[config.mk]
export PLATFORM = sky130hd
export DESIGN_NAME = debounce_pb_multi
export DESIGN_NICKNAME = d
export VERILOG_FILES = /design/src/rtl/pong_pkg.sv /design/src/rtl/debounce_pb_ch.sv /design/src/rtl/debounce_pb_multi.sv
export SDC_FILE = /design/constraint.sdc
export NUM_CORES = 1
export LEC_CHECK = 0
export BUFFER_PORTS_ARGS = -buffer_cell sky130_fd_sc_hd__buf_2
export CORE_ASPECT_RATIO = 1.1
export CORE_MARGIN = 2
export CORE_UTILIZATION = 30
export DETAILED_ROUTE_END_ITERATION = 12
export HOLD_SLACK_MARGIN = 0.02
export PLACE_DENSITY_LB_ADDON = 0.12
export SYNTH_ARGS = -nofsm -noshare
export SYNTH_HDL_FRONTEND = slang
export SYNTH_SLANG_ARGS = --single-unit
[constraint.sdc]
create_clock -name in_clk -period 5.86 [get_ports in_clk]
set_clock_uncertainty 0.2 [all_clocks]
set_input_delay 1.172 -clock in_clk [delete_from_list [all_inputs] [get_ports in_clk]]
set_output_delay 1.172 -clock in_clk [all_outputs]
set_load 0.005 [all_outputs]
[src/rtl/pong_pkg.sv]
// ----------------------------------------------------------------------------
// pong_pkg : shared timing constants and auto-repeat state encoding
// Revision : 1.0
// ----------------------------------------------------------------------------
`default_nettype none

package pong_pkg;

  localparam int DEBOUNCE_10MS_50MHZ = 500000;
  localparam int HOLD_500MS          = 25000000;
  localparam int REPEAT_100MS        = 5000000;

  typedef enum logic [1:0] {
    IDLE   = 2'd0,
    HOLD   = 2'd1,
    REPEAT = 2'd2
  } rep_state_e;

  function automatic int max_int(input int a, input int b);
    return (a > b) ? a : b;
  endfunction

endpackage

`default_nettype wire

[src/rtl/debounce_pb_ch.sv]
// ----------------------------------------------------------------------------
// debounce_pb_ch : one button channel - sync, debounce, press/release pulses,
//                  hold-to-auto-repeat
// Revision : 1.0
// ----------------------------------------------------------------------------
`default_nettype none

module debounce_pb_ch
  import pong_pkg::*;
#(
  parameter int DEBOUNCE_CLKS = DEBOUNCE_10MS_50MHZ,
  parameter int ACTIVE_LOW    = 1,
  parameter int REPEAT_EN     = 1,
  parameter int HOLD_CLKS     = HOLD_500MS,
  parameter int REPEAT_CLKS   = REPEAT_100MS
) (
  input  logic in_clk,
  input  logic rst_n,
  input  logic pb_in,
  output logic pb_level,
  output logic pb_press,
  output logic pb_release,
  output logic pb_repeat
);

  localparam int              CNT_W      = $clog2(DEBOUNCE_CLKS + 1);
  localparam logic [CNT_W-1:0] c_DB_LAST = CNT_W'(DEBOUNCE_CLKS - 1);
  localparam logic            c_IDLE_PIN = (ACTIVE_LOW != 0);

  logic             r_sync1;
  logic             r_sync2;
  logic [CNT_W-1:0] r_cnt;
  logic             r_level;
  logic             r_press;
  logic             r_release;
  logic             w_p;
  logic             w_diff;
  logic             w_accept;
  logic             w_press_edge;
  logic             w_release_edge;

  assign w_p            = r_sync2 ^ c_IDLE_PIN;
  assign w_diff         = (w_p != r_level);
  assign w_accept       = w_diff && (r_cnt == c_DB_LAST);
  assign w_press_edge   = w_accept &&  w_p;
  assign w_release_edge = w_accept && !w_p;

  // Any agreeing sample restarts the count, so only an unbroken run is accepted.
  always_ff @(posedge in_clk or negedge rst_n) begin
    if (!rst_n) begin
      r_sync1   <= c_IDLE_PIN;
      r_sync2   <= c_IDLE_PIN;
      r_cnt     <= '0;
      r_level   <= 1'b0;
      r_press   <= 1'b0;
      r_release <= 1'b0;
    end else begin
      r_sync1   <= pb_in;
      r_sync2   <= r_sync1;
      r_press   <= w_press_edge;
      r_release <= w_release_edge;
      if (w_accept) begin
        r_level <= w_p;
        r_cnt   <= '0;
      end else if (w_diff) begin
        r_cnt   <= r_cnt + CNT_W'(1);
      end else begin
        r_cnt   <= '0;
      end
    end
  end

  assign pb_level   = r_level;
  assign pb_press   = r_press;
  assign pb_release = r_release;

  if (REPEAT_EN != 0) begin : g_rep
    localparam int             H_W         = $clog2(max_int(HOLD_CLKS, REPEAT_CLKS) + 1);
    localparam logic [H_W-1:0] c_HOLD_LAST = H_W'(HOLD_CLKS - 1);
    localparam logic [H_W-1:0] c_REP_LAST  = H_W'(REPEAT_CLKS - 1);

    rep_state_e     r_state;
    rep_state_e     w_state_nx;
    logic [H_W-1:0] r_hcnt;
    logic [H_W-1:0] w_hcnt_nx;
    logic           r_rpt;
    logic           w_rpt_nx;

    always_ff @(posedge in_clk or negedge rst_n) begin
      if (!rst_n) begin
        r_state <= IDLE;
        r_hcnt  <= '0;
        r_rpt   <= 1'b0;
      end else begin
        r_state <= w_state_nx;
        r_hcnt  <= w_hcnt_nx;
        r_rpt   <= w_rpt_nx;
      end
    end

    // Release wins over a coincident repeat slot.
    always_comb begin
      w_state_nx = r_state;
      w_hcnt_nx  = r_hcnt;
      w_rpt_nx   = 1'b0;
      if (w_release_edge) begin
        w_state_nx = IDLE;
        w_hcnt_nx  = '0;
      end else begin
        case (r_state)
          IDLE: begin
            if (w_press_edge) begin
              w_state_nx = HOLD;
              w_hcnt_nx  = '0;
            end
          end
          HOLD: begin
            if (r_hcnt == c_HOLD_LAST) begin
              w_rpt_nx   = 1'b1;
              w_hcnt_nx  = '0;
              w_state_nx = REPEAT;
            end else begin
              w_hcnt_nx  = r_hcnt + H_W'(1);
            end
          end
          REPEAT: begin
            if (r_hcnt == c_REP_LAST) begin
              w_rpt_nx  = 1'b1;
              w_hcnt_nx = '0;
            end else begin
              w_hcnt_nx = r_hcnt + H_W'(1);
            end
          end
          default: begin
            w_state_nx = IDLE;
            w_hcnt_nx  = '0;
          end
        endcase
      end
    end

    assign pb_repeat = r_rpt;
  end else begin : g_norep
    assign pb_repeat = 1'b0;
  end

endmodule

`default_nettype wire

[src/rtl/debounce_pb_multi.sv]
// ----------------------------------------------------------------------------
// debounce_pb_multi : N_CH independent debounced pushbutton channels
// Revision : 1.0
// ----------------------------------------------------------------------------
`default_nettype none

module debounce_pb_multi
  import pong_pkg::*;
#(
  parameter int N_CH          = 4,
  parameter int DEBOUNCE_CLKS = DEBOUNCE_10MS_50MHZ,
  parameter int ACTIVE_LOW    = 1,
  parameter int REPEAT_EN     = 1,
  parameter int HOLD_CLKS     = HOLD_500MS,
  parameter int REPEAT_CLKS   = REPEAT_100MS
) (
  input  logic            in_clk,
  input  logic            rst_n,
  input  logic [N_CH-1:0] pb_in,
  output logic [N_CH-1:0] pb_level,
  output logic [N_CH-1:0] pb_press,
  output logic [N_CH-1:0] pb_release,
  output logic [N_CH-1:0] pb_repeat
);

  if (N_CH < 1 || DEBOUNCE_CLKS < 1 || HOLD_CLKS < 1 || REPEAT_CLKS < 1) begin : g_param_err
    $error("debounce_pb_multi: N_CH and all count parameters must be >= 1");
  end

  for (genvar i = 0; i < N_CH; i++) begin : g_ch
    debounce_pb_ch #(
      .DEBOUNCE_CLKS (DEBOUNCE_CLKS),
      .ACTIVE_LOW    (ACTIVE_LOW),
      .REPEAT_EN     (REPEAT_EN),
      .HOLD_CLKS     (HOLD_CLKS),
      .REPEAT_CLKS   (REPEAT_CLKS)
    ) u_ch (
      .in_clk     (in_clk),
      .rst_n      (rst_n),
      .pb_in      (pb_in[i]),
      .pb_level   (pb_level[i]),
      .pb_press   (pb_press[i]),
      .pb_release (pb_release[i]),
      .pb_repeat  (pb_repeat[i])
    );
  end

endmodule

`default_nettype wire
==> reports/metrics.csv <==
stage,metric,value,unit
synth,synth_cell_types,58,
min_path,hp-start,g_ch[1].u_ch.r_sync1,
synth,synth_top_cells_by_area,"dfrtp_1, nand3_1, nand2_1, nor2_1, xor2_1",
global_routing,first_global_vias,8752,
synth,yosysMostFrequentCell,dfrtp_1,
pwr,seq_power_share,0.477,
drt,first_pass_iters,5,
synth,synth_fp_nets,1245,
sta,drv_slew,0,
sta,final-hold-violation-count,0,
synth,avgSynthCellArea,9.13,µm²
clock_network,cts_hold_buf,0,
drt,viasPerCell,5.05,
worst_setup_path,cpMaxStageDelayCell,nand2_1,
sta,min_period,3.30,ns
layout,layout-drive-gt1-share,0.0792,
worst_setup_path,critPathBufInv,0,
die,start_util,0.305,
synth,synth_seq_cells,208,
layout,fillCellCount,3838,
pwr,power.switching,695,µW
pwr,power_density,246,nW/µm²
layout,area_delta_synth_final,12.1,%
worst_setup_path,crit_path_end_kind,flip-flop,
synth,synthesis.instances,1215,
clock_network,root_buffer,clkbuf_16,
placed_design,hpwl,16300,µm
synth,syn_area,11100,µm²
worst_setup_path,crit_arrival,3.52,ns
worst_setup_path,critical_path_class,flip-flop to flip-flop,
sta,fin_tns_setup,0,ns
synth,synth_top_area_cell,dfrtp_1,
pwr,comb_power_share,0.018,
layout,n_antenna_cell,0,
worst_setup_path,critPathLaunchType,flip-flop,
clock_network,worstSkewPairLatency,0.54,ns
clock_network,cts_tree,yes,
drt,vias,8718,
sta,fin_crit_sh,0.563,
synth,synth_edf_count,0,
sta,max_freq,303,MHz
synth,yosysSeqAreaShare,0.470,
worst_setup_path,crit_chain,ha_1 -> nand4_1 -> or4_1 -> o31ai_2 -> nand2_1 -> o311ai_0,
placed_design,place_congestion,0.731,
sta,tightest_slew,1.04,ns
placed_design,place_inst,1677,
worst_setup_path,critical-path-max-stage-delay,0.62,ns
die,rows,73,
worst_setup_path,worstPathRequired,6.08,ns
pwr,internal_power,2.36,mW
worst_setup_path,startpoint,g_ch[2].u_ch.r_cnt[0],
drt,drtAntennaViolNets,0,
global_routing,track_usage,0.137,
pwr,total_leakage_power,4.97,nW
drt,routed_wl,25300,µm
clock_network,ctsLongestPathBuffers,3,
global_routing,grt_pass1_wl,44900,µm
worst_setup_path,cp_top_family,simple AND/OR/NAND/NOR gates,
placed_design,port_buffers,21,
die,core-area,36400,µm²
job,cap_violations,0,
clock_network,htree_num_levels,1,
layout,num-nets-final,1248,
layout,postLayoutCoreUtil,0.342,
clock_network,ctsResizeCount,0,
synth,synth_top_area_frac,0.451,
pwr,total_power,3.06,mW
run_status,outcome,finished clean,
synth,ys_warn_count,0,
die,num_io_pins,22,
pwr,peakVddDrop,0.206,mV
global_routing,antenna_found_initial,0,
synth,dominantRegCellSynth,dfrtp_1,
die,die_y,206,µm
worst_setup_path,path_max_fanout,22,
drt,wl_per_cell,14.7,µm
global_routing,grt_overflow,0,
clock_network,cts_sinks,208,
clock_network,clkSlewWorstSetupHoldPaths,0.06,ns
clock_network,post-cts-setup-buffer-count,0,
die,die_area,38500,µm²
sta,relSlewSlack,0.305,
min_path,hp-class,flip-flop to flip-flop,
sta,rsz0062_at_grt,false,
global_routing,grt_max_degree,92,
drt,drc,0,
sta,setup_viol_count_final,0,
layout,fin_cells,1725,
drt,drt_first_iter_violations,434,
clock_network,cts_made_buffers,26,
die,die-width,187,µm
synth,async_flop_share,1.00,
pwr,p_sw_frac,0.227,
worst_setup_path,r2r-start,g_ch[2].u_ch.r_cnt[0],
pwr,clkPwrFrac,0.505,
synth,synth_top_cells_by_count,"dfrtp_1, nand2_1, nor2_1, nand3_1",
-- power groups by stage --
stage          Combinational [mW]  Sequential, mW  Clock (mW)
2_1_floorplan              0.0190            1.48           0
3_3_place_gp               0.0598            1.48           0
3_5_place_dp               0.0592            1.48           0
4_1_cts                    0.0594            1.46        1.62
5_1_grt                    0.0661            1.46        1.68
6_report                   0.0547            1.46        1.55
-- area by class of cell --
type | count | area (µm²) | area share
inverter | 36 | 135 | 0.0109
clock inverter | 10 | 90.1 | 0.00724
timing repair buffer | 31 | 190 | 0.0153
sequential | 208 | 5220 | 0.419
multi-input combinational | 915 | 5470 | 0.440
tap | 487 | 609 | 0.0490
clock buffer | 38 | 726 | 0.0583
-- path summary, 6_finish.rpt --
kind	to	slack, ns	cells past startpoint
worst max-delay path	g_ch[2].u_ch.g_rep.r_hcnt[12]	2.56	6
worst min-delay path	g_ch[1].u_ch.r_sync2	0.15	0
worst max register to register	g_ch[2].u_ch.g_rep.r_hcnt[12]	2.56	6
worst min register to register	g_ch[1].u_ch.r_sync2	0.15	0
max in group asynchronous	g_ch[2].u_ch.r_sync2	3.93	2
min in group asynchronous	g_ch[3].u_ch.g_rep.r_hcnt[14]	0.43	1
-- worst register-to-register path, stage by stage (launching register included) --
cell	delay (ns)
dfrtp_1	0.39
ha_1	0.22
nand4_1	0.15
or4_1	0.59
o31ai_2	0.48
nand2_1	0.62
o311ai_0	0.53
-- sequential cells by signal (all words and copies together) (netlist names) --
register	cells
g_ch.u_ch.pb_press	4
g_ch.u_ch.pb_repeat	4
g_ch.u_ch.g_rep.r_hcnt	100
g_ch.u_ch.pb_release	4
g_ch.u_ch.g_rep.r_state	8
g_ch.u_ch.r_sync1	4
g_ch.u_ch.r_sync2	4
g_ch.u_ch.pb_level	4
g_ch.u_ch.r_cnt	76
-- kinds of logic after synthesis --
group,count (synthesis),share of synthesized area
buffers and inverters,92,0.0386
xor gates and xnor gates,85,0.0671
and+or+nand+nor,654,0.298
AOI/OAI and AO/OA,148,0.0958
DFF,208,0.470
adders and majority gates,24,0.0271
muxes,4,0.00372
-- metrics by stage --
step                      area (µm²)  setup WS (ns)  hold slack, ns
final                          12400           2.56           0.155
after global routing           12400           2.17           0.157
after CTS                      12400           2.56           0.156
after detailed placement       11600           2.57           0.147
after global placement         11600           2.68           0.146
after floorplan                11100           3.20           0.145
-- routing by layer --
layer | up-vias | GRT usage | routed length [µm]
li1 | 4364 | - | -
met1 | 4240 | 0.198 | 13000
met2 | 85 | 0.216 | 11100
met3 | 29 | 0.0188 | 665
met4 | 0 | 0.0380 | 495
met5 | - | 0 | 0
-- cells in the final DEF (no fill, tap or decap), drive strengths merged, types with 3 or more instances in the layout --
| master | count |
|---|---|
| clkinv | 9 |
| o211ai | 8 |
| and3 | 28 |
| inv | 36 |
| nor2 | 138 |
| dfrtp | 200 |
| and2 | 20 |
| nand4 | 48 |
| a31oi | 19 |
| o31a | 6 |
| nand4b | 6 |
| o31ai | 18 |
| nor3 | 36 |
| buf | 31 |
| nand2 | 145 |
| a21oi | 22 |
| xnor2 | 37 |
| nor4b | 9 |
| or3 | 25 |
| nand3b | 4 |
| nor4 | 23 |
| or2 | 7 |
| ha | 24 |
| nand2b | 5 |
| o21ai | 20 |
| nand3 | 130 |
| clkbuf | 38 |
| mux2i | 3 |
| dfstp | 8 |
| and4 | 9 |
| nor4bb | 3 |
| a211oi | 3 |
| o41ai | 5 |
| or4 | 7 |
| o311ai | 27 |
| nor3b | 3 |
| xor2 | 48 |
| a22oi | 9 |
No activity file was read; power rests on OpenSTA's default activity.
